`src/rtl/hps_noc_port_arbiter.sv`:
```
// Shares one NoC local port between two HPS CPU mailboxes: round-robin TX
// serialization with toggle handshakes, and RX steering by a flit select bit.
module hps_noc_port_arbiter #(
    parameter int NUM_WORDS = 8,
    parameter int SEL_BIT   = 224,
    parameter int CNT_W     = 8,
    localparam int FW       = 32 * NUM_WORDS
) (
    input  logic          clk_clk,
    input  logic          reset_reset_n,
    input  logic [FW-1:0] cpu0_tx_data,
    input  logic [FW-1:0] cpu1_tx_data,
    output logic [FW-1:0] cpu0_rx_data,
    output logic [FW-1:0] cpu1_rx_data,
    input  logic [31:0]   noc_ctrl_0,
    input  logic [31:0]   noc_ctrl_1,
    output logic [31:0]   noc_status_0,
    output logic [31:0]   noc_status_1,
    output logic [FW-1:0] noc_tx_data,
    output logic          noc_tx_valid,
    input  logic          noc_tx_ready,
    input  logic [FW-1:0] noc_rx_data,
    input  logic          noc_rx_valid,
    output logic          noc_rx_ready
);

    typedef enum logic [0:0] {
        T_IDLE = 1'b0,
        T_SEND = 1'b1
    } tx_state_e;

    tx_state_e                  state_q, state_d;
    logic                       grant_q, grant_d;
    logic                       rr_q, rr_d;
    logic [1:0]                 seen_q, seen_d;
    logic [1:0]                 done_q, done_d;
    logic [FW-1:0]              tx_data_q, tx_data_d;
    logic [1:0][CNT_W-1:0]      tx_cnt_q, tx_cnt_d;
    logic [1:0]                 rx_vld_q, rx_vld_d;
    logic [1:0][FW-1:0]         rx_data_q, rx_data_d;
    logic [1:0][CNT_W-1:0]      rx_cnt_q, rx_cnt_d;

    logic [1:0] tx_req_s;
    logic [1:0] rx_ack_s;
    logic [1:0] pend_s;
    logic [1:0] rx_full_s;
    logic [1:0] busy_s;
    logic       gsel_s;
    logic       rx_sel_s;
    logic       rx_accept_s;
    logic       unused_ctrl_s;

    function automatic logic [31:0] pack_status(
        input logic             done,
        input logic             vld,
        input logic             busy,
        input logic             full,
        input logic [CNT_W-1:0] txc,
        input logic [CNT_W-1:0] rxc
    );
        logic [31:0] s;
        s        = 32'd0;
        s[0]     = done;
        s[1]     = vld;
        s[2]     = busy;
        s[3]     = full;
        s[15:8]  = 8'(txc);
        s[23:16] = 8'(rxc);
        return s;
    endfunction

    assign unused_ctrl_s = ^{noc_ctrl_0[31:2], noc_ctrl_1[31:2]};

    // Request/ack decode; the pending view stays live while a flit is in flight.
    always_comb begin
        tx_req_s  = {noc_ctrl_1[0], noc_ctrl_0[0]};
        rx_ack_s  = {noc_ctrl_1[1], noc_ctrl_0[1]};
        pend_s    = tx_req_s ^ seen_q;
        rx_full_s = rx_vld_q ^ rx_ack_s;
        if (pend_s == 2'b11) begin
            gsel_s = rr_q;
        end else begin
            gsel_s = pend_s[1];
        end
        busy_s[0] = pend_s[0] | ((state_q == T_SEND) && (grant_q == 1'b0));
        busy_s[1] = pend_s[1] | ((state_q == T_SEND) && (grant_q == 1'b1));
    end

    // TX arbitration and serialization FSM.
    always_comb begin
        state_d   = state_q;
        grant_d   = grant_q;
        rr_d      = rr_q;
        seen_d    = seen_q;
        done_d    = done_q;
        tx_data_d = tx_data_q;
        tx_cnt_d  = tx_cnt_q;
        case (state_q)
            T_IDLE: begin
                if (|pend_s) begin
                    grant_d         = gsel_s;
                    tx_data_d       = gsel_s ? cpu1_tx_data : cpu0_tx_data;
                    seen_d[gsel_s]  = tx_req_s[gsel_s];
                    rr_d            = ~gsel_s;
                    state_d         = T_SEND;
                end else begin
                    state_d = T_IDLE;
                end
            end
            T_SEND: begin
                if (noc_tx_ready) begin
                    done_d[grant_q]   = ~done_q[grant_q];
                    tx_cnt_d[grant_q] = tx_cnt_q[grant_q] + CNT_W'(1);
                    state_d           = T_IDLE;
                end else begin
                    state_d = T_SEND;
                end
            end
            default: begin
                state_d = T_IDLE;
            end
        endcase
    end

    // RX steering: ready is combinational so a same-cycle ack frees the slot.
    always_comb begin
        rx_sel_s    = noc_rx_data[SEL_BIT];
        rx_accept_s = noc_rx_valid & ~rx_full_s[rx_sel_s];
        rx_data_d   = rx_data_q;
        rx_vld_d    = rx_vld_q;
        rx_cnt_d    = rx_cnt_q;
        if (rx_accept_s) begin
            rx_data_d[rx_sel_s] = noc_rx_data;
            rx_vld_d[rx_sel_s]  = ~rx_vld_q[rx_sel_s];
            rx_cnt_d[rx_sel_s]  = rx_cnt_q[rx_sel_s] + CNT_W'(1);
        end else begin
            rx_vld_d = rx_vld_q;
        end
    end

    // State registers for both paths.
    always_ff @(posedge clk_clk or negedge reset_reset_n) begin
        if (!reset_reset_n) begin
            state_q   <= T_IDLE;
            grant_q   <= 1'b0;
            rr_q      <= 1'b0;
            seen_q    <= 2'b00;
            done_q    <= 2'b00;
            tx_data_q <= '0;
            tx_cnt_q  <= '0;
            rx_vld_q  <= 2'b00;
            rx_data_q <= '0;
            rx_cnt_q  <= '0;
        end else begin
            state_q   <= state_d;
            grant_q   <= grant_d;
            rr_q      <= rr_d;
            seen_q    <= seen_d;
            done_q    <= done_d;
            tx_data_q <= tx_data_d;
            tx_cnt_q  <= tx_cnt_d;
            rx_vld_q  <= rx_vld_d;
            rx_data_q <= rx_data_d;
            rx_cnt_q  <= rx_cnt_d;
        end
    end

    assign noc_tx_valid = (state_q == T_SEND);
    assign noc_tx_data  = tx_data_q;
    assign noc_rx_ready = ~rx_full_s[noc_rx_data[SEL_BIT]];
    assign cpu0_rx_data = rx_data_q[0];
    assign cpu1_rx_data = rx_data_q[1];
    assign noc_status_0 = pack_status(done_q[0], rx_vld_q[0], busy_s[0], rx_full_s[0],
                                      tx_cnt_q[0], rx_cnt_q[0]);
    assign noc_status_1 = pack_status(done_q[1], rx_vld_q[1], busy_s[1], rx_full_s[1],
                                      tx_cnt_q[1], rx_cnt_q[1]);

endmodule
```
`config.mk`:
```
export PLATFORM = sky130hd
export DESIGN_NAME = hps_noc_port_arbiter
export DESIGN_NICKNAME = d
export VERILOG_FILES = /design/src/rtl/hps_noc_port_arbiter.sv
export SDC_FILE = /design/constraint.sdc
export NUM_CORES = 1
export LEC_CHECK = 0
export BUFFER_PORTS_ARGS = -buffer_cell sky130_fd_sc_hd__buf_2
export CAP_MARGIN = 30
export CORE_AREA = 2 2 647 649
export DETAILED_ROUTE_END_ITERATION = 6
export DIE_AREA = 0 0 649 651
export GPL_TIMING_DRIVEN = 0
export PLACE_DENSITY = 0.3
export SETUP_SLACK_MARGIN = 0.05
export SYNTH_ARGS = -nofsm -noshare
export SYNTH_HDL_FRONTEND = slang
export SYNTH_SLANG_ARGS = --single-unit
```
`constraint.sdc`:
```
create_clock -name clk_clk -period 2.2 [get_ports clk_clk]
set_input_delay 0.33 -clock clk_clk [delete_from_list [all_inputs] [get_ports clk_clk]]
set_output_delay 0.33 -clock clk_clk [all_outputs]
set_load 0.05 [all_outputs]
```
==> results.txt, run 1 <==
Status - complete, but fails checks
Failing checks - negative hold slack
Synth cell types - 40
Final routed DRC violation total - 0
Post-synth EDFFs - 0
Worst hold slack - -0.463 ns
Clock-pin slew on the worst setup and hold paths - 0.06 ns
Critical path startpoint category - register
Layout cells sized above 1 - 35.0%
Multi-input logic area - 11000 um2
Largest net degree at the start of global routing - 107
Fillers - 47408
Power Density - 1540 nW/um2
P_int - 44.9 mW
Final worst clock skew - 0.0563 ns
ANT nets after route - 0
Synth area leaders - dfrtp_1 (63%), nand2_1 (18%), a22o_1 (6.9%), a21o_1 (6.0%), buf_2 (1.6%)
Synth Flop Type - dfrtp_1
Final #Nets - 6595
P_sw - 48.2 mW
Dpl ws - -1.54 ns
Max Clk Rate - 461 MHz
Mapped Area - 32300 um2
Remaining Overflow, GRT - 0
Sequential share of power - 25.7%
# setup viols final - 0
Avg Cell Area, Syn - 10.1 um2
Combinational power share - 53.0%
Cts-stage hold buffer count - 783
IO Count - 1670
DRT iter0 DRCs - 2742
Pins Over Slew Limit - 0
Root buf cell - clkbuf_16
Synth-to-layout area growth - 87.5%
Worst Path Arrival - 1.84 ns
VDD IR max - 0.000670 V
Final min period - 2.17 ns
Clock share of power - 21.3%
Sw Ratio - 51.7%
Slowest stage cell, crit path - dfrtp_2
Worst setup EP type - output pin
Setup CP Type - reg2out
Register area share after synthesis - 62.7%
Synth top area share - 62.7%
Worst Setup Slack, final - 0.0320 ns
RD Place Congestion - 0.947
Worst-Skew Late Latency - 0.88 ns
DR vias - 35934
Port Buf Inserts - 1585
TritonCTS clock tree - yes
Pleak - 31.2 nW
# Max-Cap Violations - 0
Number of global-route vias before repair - 37006
Async set-reset flop share out of synthesis - 100%
Core area - 415000 um2
Yosys reg bits - 809
Area leader, netlist - dfrtp_1
Slew @ Worst Pin - 0.946 ns
Die ar. - 422000 um2
YS warnings - 0
DR pass1 iterations - 5
Worst EP required - 1.87 ns
Htree depth - 3
Rows - 237
Mapped Cells - 3211
TritonCTS buffer count - 115
Fin crit share - 98.5%
RSZ-0062 raised after global routing - yes
Dpl hpwl - 266000 um
Final Hold Viols - 86
Total routed wirelength - 310000 um
Die width - 649 um
FF+latch area - 20300 um2
Crit-path max cell delay - 0.44 ns
WL per Instance - 27.3 um
Critical path cell sequence - xnor2_4 > nand2_1 > o21ai_2 > buf_6
First-pass GRT wire length - 394000 um
Routed vias/inst - 3.15
CTS Buffer Depth - 4
All-layer global routing usage - 14.1%
Slew margin rel. - 36.7%
TNS Setup - 0 ns
Antenna violations before repair - 169
Initial Utilization - 7.77%
HP Class - in2async
Crit-path max FO - 3
Clock sinks - 809
Die height - 651 um
-- what timing repair did --
| item | in CTS | in global routing |
|---|---|---|
| setup buffers | 15 | 2 |
| resized for setup | 210 | 107 |
| setup endpoints to repair | 801 | 430 |
| endpoints found under the hold margin | 884 | 86 |
| cloned | 0 | 3 |
| pin swaps | 6 | 3 |
-- layout make-up --
cell class                 count  share of cell area (%)
sequential                   809                    33.5
clock buffer                 175                    5.66
antenna                       48                   0.198
inverter                       3                  0.0186
buffer                       225                    3.09
timing repair buffer        2407                    27.3
multi-input combinational   2196                    18.1
tap                         5497                    11.4
clock inverter                30                   0.760
-- per-stage QoR --
stage          area (um2)  std cells  util [%]  power [mW]
6_report            60500      11390      14.6        93.1
2_1_floorplan       32400       3234         -        51.9
3_3_place_gp        47200      10316      11.4        70.6
3_5_place_dp        47600      10335      11.5        70.9
5_1_grt             60500      11369      14.6        97.0
4_1_cts             60100      11338      14.5        93.9
-- cells in the mapped netlist (5+ instances only) --
cell type and n:
clkbuf_1 64, nand3_1 5, mux2_2 7, buf_1 8, xor2_1 14, a21o_1 259, nor2_1 10, dfrtp_1 809
nand2_1 1556, xnor2_1 19, buf_4 24, o21ai_0 8, nand4_1 6, buf_6 25, a22o_1 256, buf_2 105
-- routing by layer --
layer,vias up,track usage [%],share of wire (%)
li1,15606,-,-
met1,18074,16.3,39
met2,1705,24.7,50
met3,487,4.11,7.7
met4,62,4.91,3.9
met5,-,0,0.13
-- state kept, by name, summed over array words and instances, names as in the netlist --
register      cells
cpu0_rx_data    256
cpu1_rx_data    256
noc_tx_data     256
noc_status_0     16
noc_status_1     16
done_q            2
rx_vld_q          2
seen_q            2
grant_q           1
noc_tx_valid      1
rr_q              1
-- power groups by stage --
stage	clock network, mW	logic, mW	registers (mW)
after floorplan	0	11.6	40.4
after global placement	0	46.7	23.9
after detailed placement	0	46.9	24.0
after CTS	20.6	49.5	23.8
after global routing	21.1	51.6	24.4
final	19.8	49.4	23.9
-- final timing paths --
| path | startpoint | end | slack (ns) | depth (start not counted) |
|---|---|---|---|---|
| min reg2reg | cpu1_rx_data[224]$_DFFE_PN0P_ | cpu1_rx_data[224]$_DFFE_PN0P_ | 0.46 | 1 |
| min | reset_reset_n | cpu0_rx_data[53]$_DFFE_PN0P_ | -0.46 | 2 |
| max reg2reg | rx_vld_q[1]$_DFFE_PN0P_ | cpu1_rx_data[222]$_DFFE_PN0P_ | 0.13 | 10 |
| max in group asynchronous | reset_reset_n | cpu0_rx_data[113]$_DFFE_PN0P_ | 0.45 | 5 |
| min in group clk_clk | noc_rx_data[224] | noc_status_1[20]$_DFFE_PN0P_ | 0.19 | 5 |
| max | rx_vld_q[1]$_DFFE_PN0P_ | noc_rx_ready | 0.03 | 4 |
-- cells by family after synthesis --
| family | share of synthesized area [%] |
|---|---|
| compound gates | 13.3 |
| xor+xnor | 0.895 |
| fa+ha+maj | 0.0775 |
| buf+inv | 3.93 |
| flops | 62.7 |
| mux | 0.244 |
| other cells | 0.0116 |
| simple gates | 18.9 |
-- critical path: cells and delay by family (launching register included) --
kind | cells | cell delay, ns
AO/OA/AOI/OAI | 1 | 0.09
flip-flops | 1 | 0.44
AND/OR/NAND/NOR | 1 | 0.10
buffers and inverters | 1 | 0.18
XOR/XNOR | 1 | 0.21
-- cells in the final DEF, fill, tap and decap left out, drive strengths merged, types with 12 or more instances in the layout --
cell type    Yosys  layout
a21o           259     259
clkbuf          64     245
nand2         1556    1556
xor2            14      14
dfrtp          809     809
a22o           256     256
xnor2           19      19
buf            162    1781
diode            0      48
conb             1      24
clkinv           0      12
dlygate4sd3      0     780
No activity file was read; power rests on OpenSTA's default activity.
==> inputs of run 2 (changes only) <==
--- a/config.mk
+++ b/config.mk
@@ -12,7 +12,7 @@
 export DIE_AREA = 0 0 649 651
 export GPL_TIMING_DRIVEN = 0
 export PLACE_DENSITY = 0.3
-export SETUP_SLACK_MARGIN = 0.05
+export SETUP_SLACK_MARGIN = 0.5
 export SYNTH_ARGS = -nofsm -noshare
 export SYNTH_HDL_FRONTEND = slang
 export SYNTH_SLANG_ARGS = --single-unit
==> results.txt, run 2 (synthesized netlist as in run 1, its figures left out) <==
Most frequent cells in the layout - buf_2 (1585), nand2_1 (1412), dfrtp_1 (797)
Worst Setup Slack, final - -0.0607 ns (-0.0927 ns)
Pins Over Slew Limit - 0 (unchanged)
Fin crit share - 103% (+4.2 points)
Antenna violations before repair - 87 (-49%)
Die ar. - 422000 um2 (unchanged)
Slowest stage cell, crit path - dfrtp_2
Crit-path max FO - 7 (+4)
Dpl ws - -1.26 ns (+0.280 ns)
Dpl hpwl - 249000 um (-6.6%)
Fillers - 47191 (-0.46%)
Failing checks - negative hold slack, negative setup slack
Worst Path Arrival - 2.98 ns (+1.14 ns)
CTS Buffer Depth - 4 (unchanged)
Slew @ Worst Pin - 0.686 ns (-0.260 ns)
WL per Instance - 26.2 um (-4.0%)
HP Class - in2async
Remaining Overflow, GRT - 0 (unchanged)
DR pass1 iterations - 5 (unchanged)
ANT nets after route - 0 (unchanged)
Die width - 649 um (unchanged)
Critical path cell sequence - xnor2_4 > buf_4 > buf_6 > buf_6 > and3_4 > clkbuf_16 > buf_12 > buf_16 > buf_12 > buf_12 > buf_16 > nand2_1 > nand2_1
Die height - 651 um (unchanged)
Max Clk Rate - 442 MHz (-4.1%)
Final routed DRC violation total - 0 (unchanged)
Critical path startpoint category - register
Slew margin rel. - 54.3% (+18 points)
Power Density - 1510 nW/um2 (-1.6%)
# Max-Cap Violations - 0 (unchanged)
Cts-stage hold buffer count - 780 (-0.38%)
DRT iter0 DRCs - 2269 (-17%)
Final min period - 2.26 ns (+0.0927 ns)
Root buf cell - clkbuf_16
Worst path most repeated cell - buf_12
Crit-path max cell delay - 0.44 ns (about the same)
Number of global-route vias before repair - 37413 (+1.1%)
Setup CP Type - reg2reg
Clock-pin slew on the worst setup and hold paths - 0.06 ns (about the same)
RSZ-0062 raised after global routing - yes
Core area - 415000 um2 (unchanged)
Worst EP required - 2.92 ns (+1.05 ns)
All-layer global routing usage - 13.6% (-0.53 points)
# setup viols final - 50 (+50)
Reg2reg path depth - 13 (+3)
Routed vias/inst - 3.10 (-1.6%)
Initial Utilization - 7.77% (unchanged)
Worst hold slack - -0.521 ns (-0.0585 ns)
First-pass GRT wire length - 383000 um (-2.8%)
Worst setup EP type - register
Port Buf Inserts - 1585 (unchanged)
Pleak - 32.6 nW (+4.6%)
Fin util - 15.3% (+0.78 points)
Total routed wirelength - 300000 um (-3.3%)
Final #Nets - 6698 (+1.6%)
TritonCTS buffer count - 118 (+2.6%)
Commonest non-fill, non-tap cell in the layout - buf_2
Final worst clock skew - 0.0536 ns (-0.00271 ns)
Htree depth - 3 (unchanged)
TritonCTS clock tree - yes
VDD IR max - 0.000755 V (+13%)
RD Place Congestion - 1.00 (+5.9%)
Rows - 237 (unchanged)
IO Count - 1670 (unchanged)
Synth-to-layout area growth - 97.5%
Final Hold Viols - 76 (-12%)
Layout cells sized above 1 - 38.7% (+3.7 points)
Clock sinks - 809 (unchanged)
DR vias - 35580 (-0.99%)
Status - complete, but fails checks
Worst-Skew Late Latency - 0.86 ns (-0.02 ns)
Largest net degree at the start of global routing - 113 (+5.6%)
run 2: power by group:
group          internal (mW)  switching, mW  total, mW
Sequential              20.1           3.66       23.7
Combinational           15.1           37.8       52.8
Clock                   11.7           8.19       19.9
Total                   46.8           49.6       96.5
run 2: area by class of cell:
type | instances | area (um2) | area share, %
Inverter | 3 | 11.3 | 0.0177
Clock inverter | 42 | 489 | 0.767
Timing Repair Buffer | 2506 | 18500 | 29.0
Multi-Input combinational cell | 2196 | 11500 | 18.0
Buffer | 226 | 2660 | 4.18
Antenna cell | 16 | 40.0 | 0.0628
Clock buffer | 169 | 3420 | 5.36
Sequential cell | 809 | 20300 | 31.8
Tap cell | 5497 | 6880 | 10.8
run 2: repair_timing:
item | 4_1_cts | 5_1_grt
pin swaps | 126 | 26
endpoints found under the hold margin | 902 | 76
endpoints found under the setup margin | 1700 | 1762
cloned | 24 | 13
gates resized for setup | 423 | 283
buffers inserted | 48 | 39
run 2: critical path, delay by kind of cell (launching register included):
family / cells / cell delay (ns)
DFF: 1 / 0.44
and+or+nand+nor: 3 / 0.28
xor gates and xnor gates: 1 / 0.16
buffers and inverters: 9 / 1.24
run 2: final timing paths:
kind / start / endpoint / slack, ns
setup / recovery: rx_vld_q[1]$_DFFE_PN0P_ / cpu1_rx_data[51]$_DFFE_PN0P_ / -0.06
hold / removal: reset_reset_n / cpu1_rx_data[234]$_DFFE_PN0P_ / -0.52
setup reg to reg: rx_vld_q[1]$_DFFE_PN0P_ / cpu1_rx_data[51]$_DFFE_PN0P_ / -0.06
hold reg to reg: noc_status_0[15]$_DFFE_PN0P_ / noc_status_0[15]$_DFFE_PN0P_ / 0.46
max in group asynchronous: reset_reset_n / noc_tx_data[254]$_DFFE_PN0P_ / 0.51
min in group clk_clk: noc_rx_data[224] / noc_status_1[21]$_DFFE_PN0P_ / 0.07
run 2: metrics by stage:
stage	TNS (ns)	instance area [um2]	hold slack, ns	power [mW]	instances
2_1_floorplan	0	32600	0.0344	52.0	3234
3_3_place_gp	-	47400	0.447	71.8	10316
3_5_place_dp	-542.69	47800	0.371	72.1	10333
4_1_cts	-7.47	62200	-0.632	95.5	11396
5_1_grt	-11.92	63800	-0.573	101	11458
6_report	-1.22	63800	-0.521	96.5	11464
run 2: per-layer routing:
metal	vias up	routed length [um]	track usage (%)
met4	12	13500	4.95
li1	15799	-	-
met3	372	20900	3.73
met5	-	79	0
met2	1521	159000	25.6
met1	17876	107000	14.2
